## config.mk

```make
export PLATFORM = sky130hd
export DESIGN_NAME = line_mem_responder
export DESIGN_NICKNAME = d
export VERILOG_FILES = /design/src/rtl/line_mem_responder.sv
export SDC_FILE = /design/constraint.sdc
export NUM_CORES = 2
export LEC_CHECK = 0
export CORE_MARGIN = 8
export CORE_UTILIZATION = 50
export CTS_CLUSTER_SIZE = 25
export DETAILED_ROUTE_END_ITERATION = 6
export PLACE_DENSITY = 0.67
export SYNTH_ARGS = -nofsm -noshare
export SYNTH_HDL_FRONTEND = slang
export SYNTH_SLANG_ARGS = --single-unit
```

## constraint.sdc

```tcl
create_clock -name clk -period 16.8 [get_ports clk]
set_input_delay 5.04 -clock clk [delete_from_list [all_inputs] [get_ports clk]]
set_output_delay 5.04 -clock clk [all_outputs]
set_load 0.01 [all_outputs]
```

## src/rtl/line_mem_responder.sv

```systemverilog
// Memory-side line responder: serves one line read/write at a time against a
// word-wide backing store, one word per cycle after a fixed access latency.
module line_mem_responder #(
  parameter int unsigned CACHE_BITS  = 8,
  parameter int unsigned DEPTH_LINES = 16,
  parameter int unsigned ACCESS_LAT  = 2
) (
  input  logic                         clk,
  input  logic                         rst,
  input  logic                         mem_r_en,
  input  logic                         mem_w_en,
  input  logic [25:2]                  mem_addr,
  input  logic [CACHE_BITS-1:2][31:0]  line_store,
  output logic [CACHE_BITS-1:2][31:0]  line_read,
  output logic                         mem_ready,
  output logic                         mem_done
);

  localparam int unsigned LINE_WORDS  = CACHE_BITS - 2;
  localparam int unsigned JW          = (LINE_WORDS > 1) ? $clog2(LINE_WORDS) : 1;
  localparam int unsigned SW          = (DEPTH_LINES > 1) ? $clog2(DEPTH_LINES) : 1;
  localparam int unsigned AW          = SW + JW;
  localparam int unsigned STORE_WORDS = 1 << AW;
  localparam int unsigned CW          = 4;
  localparam logic [JW-1:0] LAST_J    = JW'(LINE_WORDS - 1);
  localparam logic [CW-1:0] LAT_INIT  = CW'((ACCESS_LAT > 0) ? ACCESS_LAT - 1 : 0);

  typedef enum logic [2:0] {IDLE, LAT, RD_BURST, WR_BURST, DONE} state_t;

  state_t                      state;
  logic [SW-1:0]               slot;
  logic                        is_wr;
  logic [CW-1:0]               cnt;
  logic [JW-1:0]               j;
  logic [LINE_WORDS-1:0][31:0] wbuf;
  logic [LINE_WORDS-1:0][31:0] rbuf;
  logic [31:0]                 store [STORE_WORDS];
  logic [AW-1:0]               word_addr;
  logic [31:0]                 rd_word;

  assign word_addr = {slot, j};
  assign rd_word   = store[word_addr];

  assign mem_ready = (state == IDLE);
  assign mem_done  = (state == DONE);
  assign line_read = rbuf;

  // Request sequencing; write wins when both enables are high.
  always_ff @(posedge clk) begin
    if (rst) begin
      state <= IDLE;
      cnt   <= '0;
      j     <= '0;
      rbuf  <= '0;
    end else begin
      case (state)
        IDLE: begin
          if (mem_w_en || mem_r_en) begin
            is_wr <= mem_w_en;
            slot  <= mem_addr[CACHE_BITS+SW-1:CACHE_BITS];
            j     <= '0;
            if (mem_w_en) wbuf <= line_store;
            if (ACCESS_LAT > 0) begin
              state <= LAT;
              cnt   <= LAT_INIT;
            end else begin
              state <= mem_w_en ? WR_BURST : RD_BURST;
            end
          end
        end
        LAT: begin
          if (cnt == '0) state <= is_wr ? WR_BURST : RD_BURST;
          else           cnt   <= cnt - 1'b1;
        end
        RD_BURST: begin
          rbuf[j] <= rd_word;
          if (j == LAST_J) state <= DONE;
          else             j     <= j + 1'b1;
        end
        WR_BURST: begin
          if (j == LAST_J) state <= DONE;
          else             j     <= j + 1'b1;
        end
        DONE:    state <= IDLE;
        default: state <= IDLE;
      endcase
    end
  end

  // Backing store is never reset; a word written on a reset edge still commits.
  always_ff @(posedge clk) begin
    if (state == WR_BURST) store[word_addr] <= wbuf[j];
  end

endmodule

```

[Word-level counts from Yosys, hierarchy flattened]
Memories as Yosys holds them, arrays and structs flattened.
Index checks and enable logic that the tools add are counted.
Operators by class
  reduce and logical (&&, ||, !) cells: 12
  multiplexer cells: 18
  $lt $le $gt $ge: 2
  $add $sub $neg: 2
  equality and inequality tests: 10
  bitwise gates (word level): 1
Operators with widths (count)
  $bwmux W192: 1
  $bmux W32 S3: 1
  $demux W32 S3: 1
  $mux W32: 2
  $mux W3: 5
  $reduce_and A3 Y1: 4
  $pmux W3 S3: 1
  $mux W4: 2
  $pmux W4 S2: 1
  $eq A3 B2 Y1 const B: 2
  $eq A3 B3 Y1 const B: 2
  $ne A2 B2 Y1 const B: 3
  $pmux W3 S2: 1
  $logic_not A4 Y1: 1
  $lt A3 B4 Y1 const B: 1
  $ne A2 B1 Y1 const B: 2
  $reduce_and A4 Y1: 1
  $reduce_bool A2 Y1: 2
  $sub A4 B1 Y4 const B: 1
  $add A3 B1 Y3 const B: 1
  $eq A3 B1 Y1 const B: 1
  $ge A3 B1 Y1 const B: 1
  $logic_not A3 Y1: 1
  $mux W1: 3
  other kinds (4): 4
Word-level totals
  flip-flop bits (word level): 399
  RAM bits: 4096
  memories kept: 1
  word-level logic and storage cells: 63
  input bits: 220
  output and inout bits: 194
Memory list
  store: words 128, bits a word 32, rd ports 1, clocked after Yosys merged registers in 0, write ports 1, RTL line 37  | logic [31:0] store [STORE_WORDS];

[Depth between registers and ports, before layout]
  word-level depth: 5
  mapped depth: 11
  depth with buffers taken out: 7

[Worst setup path before layout]
OpenSTA, ideal clock, no wires.
  path type: input-to-reg
  start point: input port rst
  end point: register wbuf[0] (netlist bit), enable pin
  stages on the path: 3
  slack: 6.350 ns
  setup time: 0.577 ns
  data required time: 16.223 ns
  data arrival time: 9.872 ns
  path buffers: 2
  cell sequence: clkbuf_1 clkbuf_1 and3b_1
Between the ends
  word-level cells in the longest chain between the ends: 2
RTL lines
  start: declaration: RTL line 9  | input logic rst,
  $not A1 Y1 (no line)
  $reduce_and A4 Y1 (no line)
  end signal: assignment: RTL line 62  | if (mem_w_en) wbuf <= line_store;
  end: declaration: RTL line 35  | logic [LINE_WORDS-1:0][31:0] wbuf;
Every way passes these cells.
A chain may end at the register's enable or synchronous reset.

[Final worst setup path]
  start point: register state[0]
  end point: output port mem_ready
Between the ends
  word-level cells in the longest chain between the ends: 1
RTL lines
  start: declaration: RTL line 30  | state_t state;
  start signal: assignment: RTL line 67  | state <= mem_w_en ? WR_BURST : RD_BURST;
  start signal: assignment: RTL line 72  | if (cnt == '0) state <= is_wr ? WR_BURST : RD_BURST;
  $logic_not A3 Y1: RTL line 44  | assign mem_ready = (state == IDLE);
  end: declaration: RTL line 15  | output logic mem_ready,
Every way passes these cells.

==> impl_summary.txt <==
----------------------------------------------------
[GRT]
  Vias in the first global route ... approximately 90000
  Global-route congestion overflow total ... 0
  Number of antenna violations at the first check in global routing ... 35
  Global-route total usage across every layer ... 24.79%
  First-pass GRT wire length ... 652700 um
  Largest net degree at the start of global routing ... 137

[Timing]
  Worst hold slack across all endpoints ... approximately 0.5 ns
  Minimum clock period ... 7.505 ns
  Setup TNS ... 0 ns
  PnR worst setup slack ... 9.295 ns
  Fin. Hold Viols ... 0
  Max transition margin ... 8.439%
  Count of endpoints failing setup in the final report ... 0
  Fmax ... 133.3 MHz
  Max-slew violations ... 0
  RSZ-0062 raised after global routing ... false
  Largest clock skew in the final design ... 0.08956 ns
  Slew at the pin closest to its max-slew limit ... 1.356 ns
  Final worst path period share ... 44.67%

[Final layout]
  Number of standard cells in the final layout excluding fillers ... 15080
  Final-layout fill cell count ... 25440
  Syn-to-layout area delta ... 14.21%
  Fraction of layout cells with a size suffix above 1 ... a little over a tenth
  Fin nets ... 10350
  Post-layout instance area ... between 0.15 and 0.2 sq mm

[Synthesis]
  Number of synthesized flops with an enable pin ... 4293
  Post-synthesis cell type with the largest combined area ... sky130_fd_sc_hd__edfxtp_1
  Synth Instances ... 9610
  Multiplexer area fraction after synthesis ... 12.03%
  Mapped cell area ... 0.1715 sq mm
  Combinational family with the most area after synthesis ... multiplexers
  Yosys top cell area share ... ~75%
  Sequential-to-total area share from yosys stat ... approximately 78%
  Post-synthesis simple-gate area fraction ... between 1 and 1.5%
  Mean instance size in the synthesized netlist ... 17.84 sq um
  Cell types occupying the most area after synthesis ... sky130_fd_sc_hd__edfxtp_1, sky130_fd_sc_hd__mux2i_1, sky130_fd_sc_hd__o22ai_1
  Ys flop type ... sky130_fd_sc_hd__edfxtp_1
  Register bit total from synthesis ... 4495
  Number of nets produced by synthesis ... 9833
  Xor and xnor fraction of the mapped netlist area ... less than 1%
  Commonest cells in the synthesized netlist ... sky130_fd_sc_hd__edfxtp_1, sky130_fd_sc_hd__mux2i_1, sky130_fd_sc_hd__o22ai_1
  Synthesized-area fraction occupied by adder cells ... 0.02189%
  Share of the synthesized area in compound gates (AO/OA/AOI/OAI) ... 7.148%
  Number of distinct library cells after synthesis ... 43
  Yosys warning count ... 0
  Most used standard cell by instance count after synthesis ... sky130_fd_sc_hd__edfxtp_1
  Async set-or-reset flop fraction in the synthesized netlist ... 0%

[Clock network]
  Clock root buffer ... sky130_fd_sc_hd__clkbuf_16
  Num CTS Buffers ... 442
  Clock tree from TritonCTS ... built
  Clk sinks ... 4495
  Clock-pin slew on the worst setup and hold paths ... approximately 0.06 ns
  Number of buffers on the longest clock path ... 4
  Setup fix buffers added after clock tree synthesis ... 0
  Resize count post-CTS ... 0
  Htree depth ... 5
  Clk Latency, worst-skew pair ... 1.02 ns
  Cts-stage hold buffer count ... 0

[Placement]
  Total placed cells including tap cells ... 14240
  DP Area ... ~0.18 sq mm
  GP Congestion ... 0.8437
  HPWL after detailed placement ... 268300 um
  Port Buf Inserts ... 393
  Worst Setup Slack post-DPL ... 8.370 ns

[Floorplanning]
  Row count ... 215
  IO Pins ... 414
  Core box area ... about 0.34 sq mm
  Starting utilization of the core area ... 50.11%
  Die outline height ... around 600 um
  Die ar. ... 0.3619 sq mm
  Width of the die ... 601.6 um

[Worst setup path]
  Crit Path Category ... reg2out
  Crit path DAT ... 2.46 ns
  Critical Path Source ... state[0]
  Required arrival time at the worst endpoint ... between 10 and 15 ns
  Kind of end point of the critical path ... output pin
  RR Startpoint ... j[0]
  Crit path launch type ... flop
  Worst-path maximum fanout ... 7

[Detailed routing]
  Post-Route WL ... 468200 um
  Number of detailed-routing iterations run before antenna repair ... 6
  Number of vias in the routed layout ... around 93000
  Final antenna-violating net count ... 0
  Initial DRC Count ... 11600
  Via density ... 6.201
  DRC errors left ... 0
  Routed length per placed instance ... 31.06 um

[Pwr]
  Peak supply drop ... 119.4 uV
  Leakage power of the design ... 57.36 nW
  P per Cell Area ... 139.5 mW/mm^2

[Flow run]
  Max_cap viols ... 0

[Status]
  Result of the run ... complete, no violations

[Hold path]
  Type of the worst min-delay path ... reg2reg
  Worst hold path startpoint ... line_read[84]

----------------------------------------------------
## layout by cell type, fill, tap and decap left out, types with 32 or more instances in the layout
cell | synthesis | layout
sky130_fd_sc_hd__o22ai_1 | 1028 | 1024
sky130_fd_sc_hd__a211oi_1 | 193 | 193
sky130_fd_sc_hd__clkbuf_1 | 258 | 113
sky130_fd_sc_hd__clkbuf_16 | 0 | 448
sky130_fd_sc_hd__a22oi_1 | 61 | 61
sky130_fd_sc_hd__nor4_4 | 32 | 32
sky130_fd_sc_hd__dfxtp_1 | 202 | 201
sky130_fd_sc_hd__buf_4 | 123 | 286
sky130_fd_sc_hd__clkinv_2 | 0 | 72
sky130_fd_sc_hd__clkdlybuf4s50_1 | 0 | 392
sky130_fd_sc_hd__mux2i_1 | 2056 | 2056
sky130_fd_sc_hd__clkinv_1 | 0 | 110
sky130_fd_sc_hd__nor2_4 | 0 | 131
sky130_fd_sc_hd__edfxtp_1 | 4293 | 4293
sky130_fd_sc_hd__a41oi_1 | 128 | 128
sky130_fd_sc_hd__nor2_1 | 346 | 211
sky130_fd_sc_hd__o21ai_0 | 512 | 511
## flip-flops by register name (all words and copies together), names as in the netlist
name and count:
wbuf 192, store 4096, cnt 4, line_read 192, j 3, is_wr 1, state 3, slot 4
## critical path: stages (launching register included)
cell                              delay [ns]
sky130_fd_sc_hd__dfxtp_1                0.36
sky130_fd_sc_hd__nor3_1                 0.43
sky130_fd_sc_hd__clkdlybuf4s50_1        0.70
## cell families (layout without fill, tap and decap cells)
family                     after synthesis  count (layout)
adders and majority gates                3               3
xor gates and xnor gates                 4               4
and+or+nand+nor                        475             475
AOI/OAI and AO/OA                     1951            1951
muxes                                 2060            2060
DFF                                   4495            4495
other                                    0              26
buffers and inverters                  622            1504
## power breakdown
part           switching (mW)  internal, mW  total (mW)
clock network            4.12          5.32        9.44
registers              0.0627          13.4        13.4
logic                    3.14          1.29        4.43
## metal layers
| layer | vias up | part of all wire [%] | wire [um] | global-route usage (%) |
|---|---|---|---|---|
| li1 | 40000 | - | - | - |
| met1 | 48090 | 38 | 177500 | 32.46 |
| met2 | 4448 | 48 | 224200 | 40.35 |
| met3 | 934 | 8.3 | 39040 | 3.911 |
| met4 | 4 | 5.9 | 27420 | 12.73 |
| met5 | - | 0.0058 | 27 | 0 |
## cell type report
type	count	area (sq um)	area share [%]
Timing Repair Buffer	693	6362	3.249
Inverter	5	18.77	0.009584
Clock inverter	240	2103	1.074
Sequential cell	4495	133000	67.89
Antenna cell	26	65.06	0.03322
Clock buffer	566	11690	5.967
Tap cell	4557	5702	2.912
Multi-Input combinational cell	4493	36940	18.86
## worst paths after layout
check                                 endpoint  slack, ns  cells after the start
worst max-delay path                 mem_ready       9.30                      2
worst min-delay path             line_read[84]       0.50                      2
worst max register to register  line_read[129]       9.88                     10
worst min register to register   line_read[84]       0.50                      2
## per-stage QoR
| stage | utilization, % | total power [mW] |
|---|---|---|
| 6_report | 57.23 | 27.32 |
| 5_1_grt | 57.22 | 28.03 |
| 4_1_cts | 57.21 | 27.40 |
| 3_5_place_dp | 53.18 | 18.08 |
| 3_3_place_gp | 53.18 | 17.93 |
| 2_1_floorplan | - | 16.52 |
Note: power is estimated with default switching activity, not from simulation.
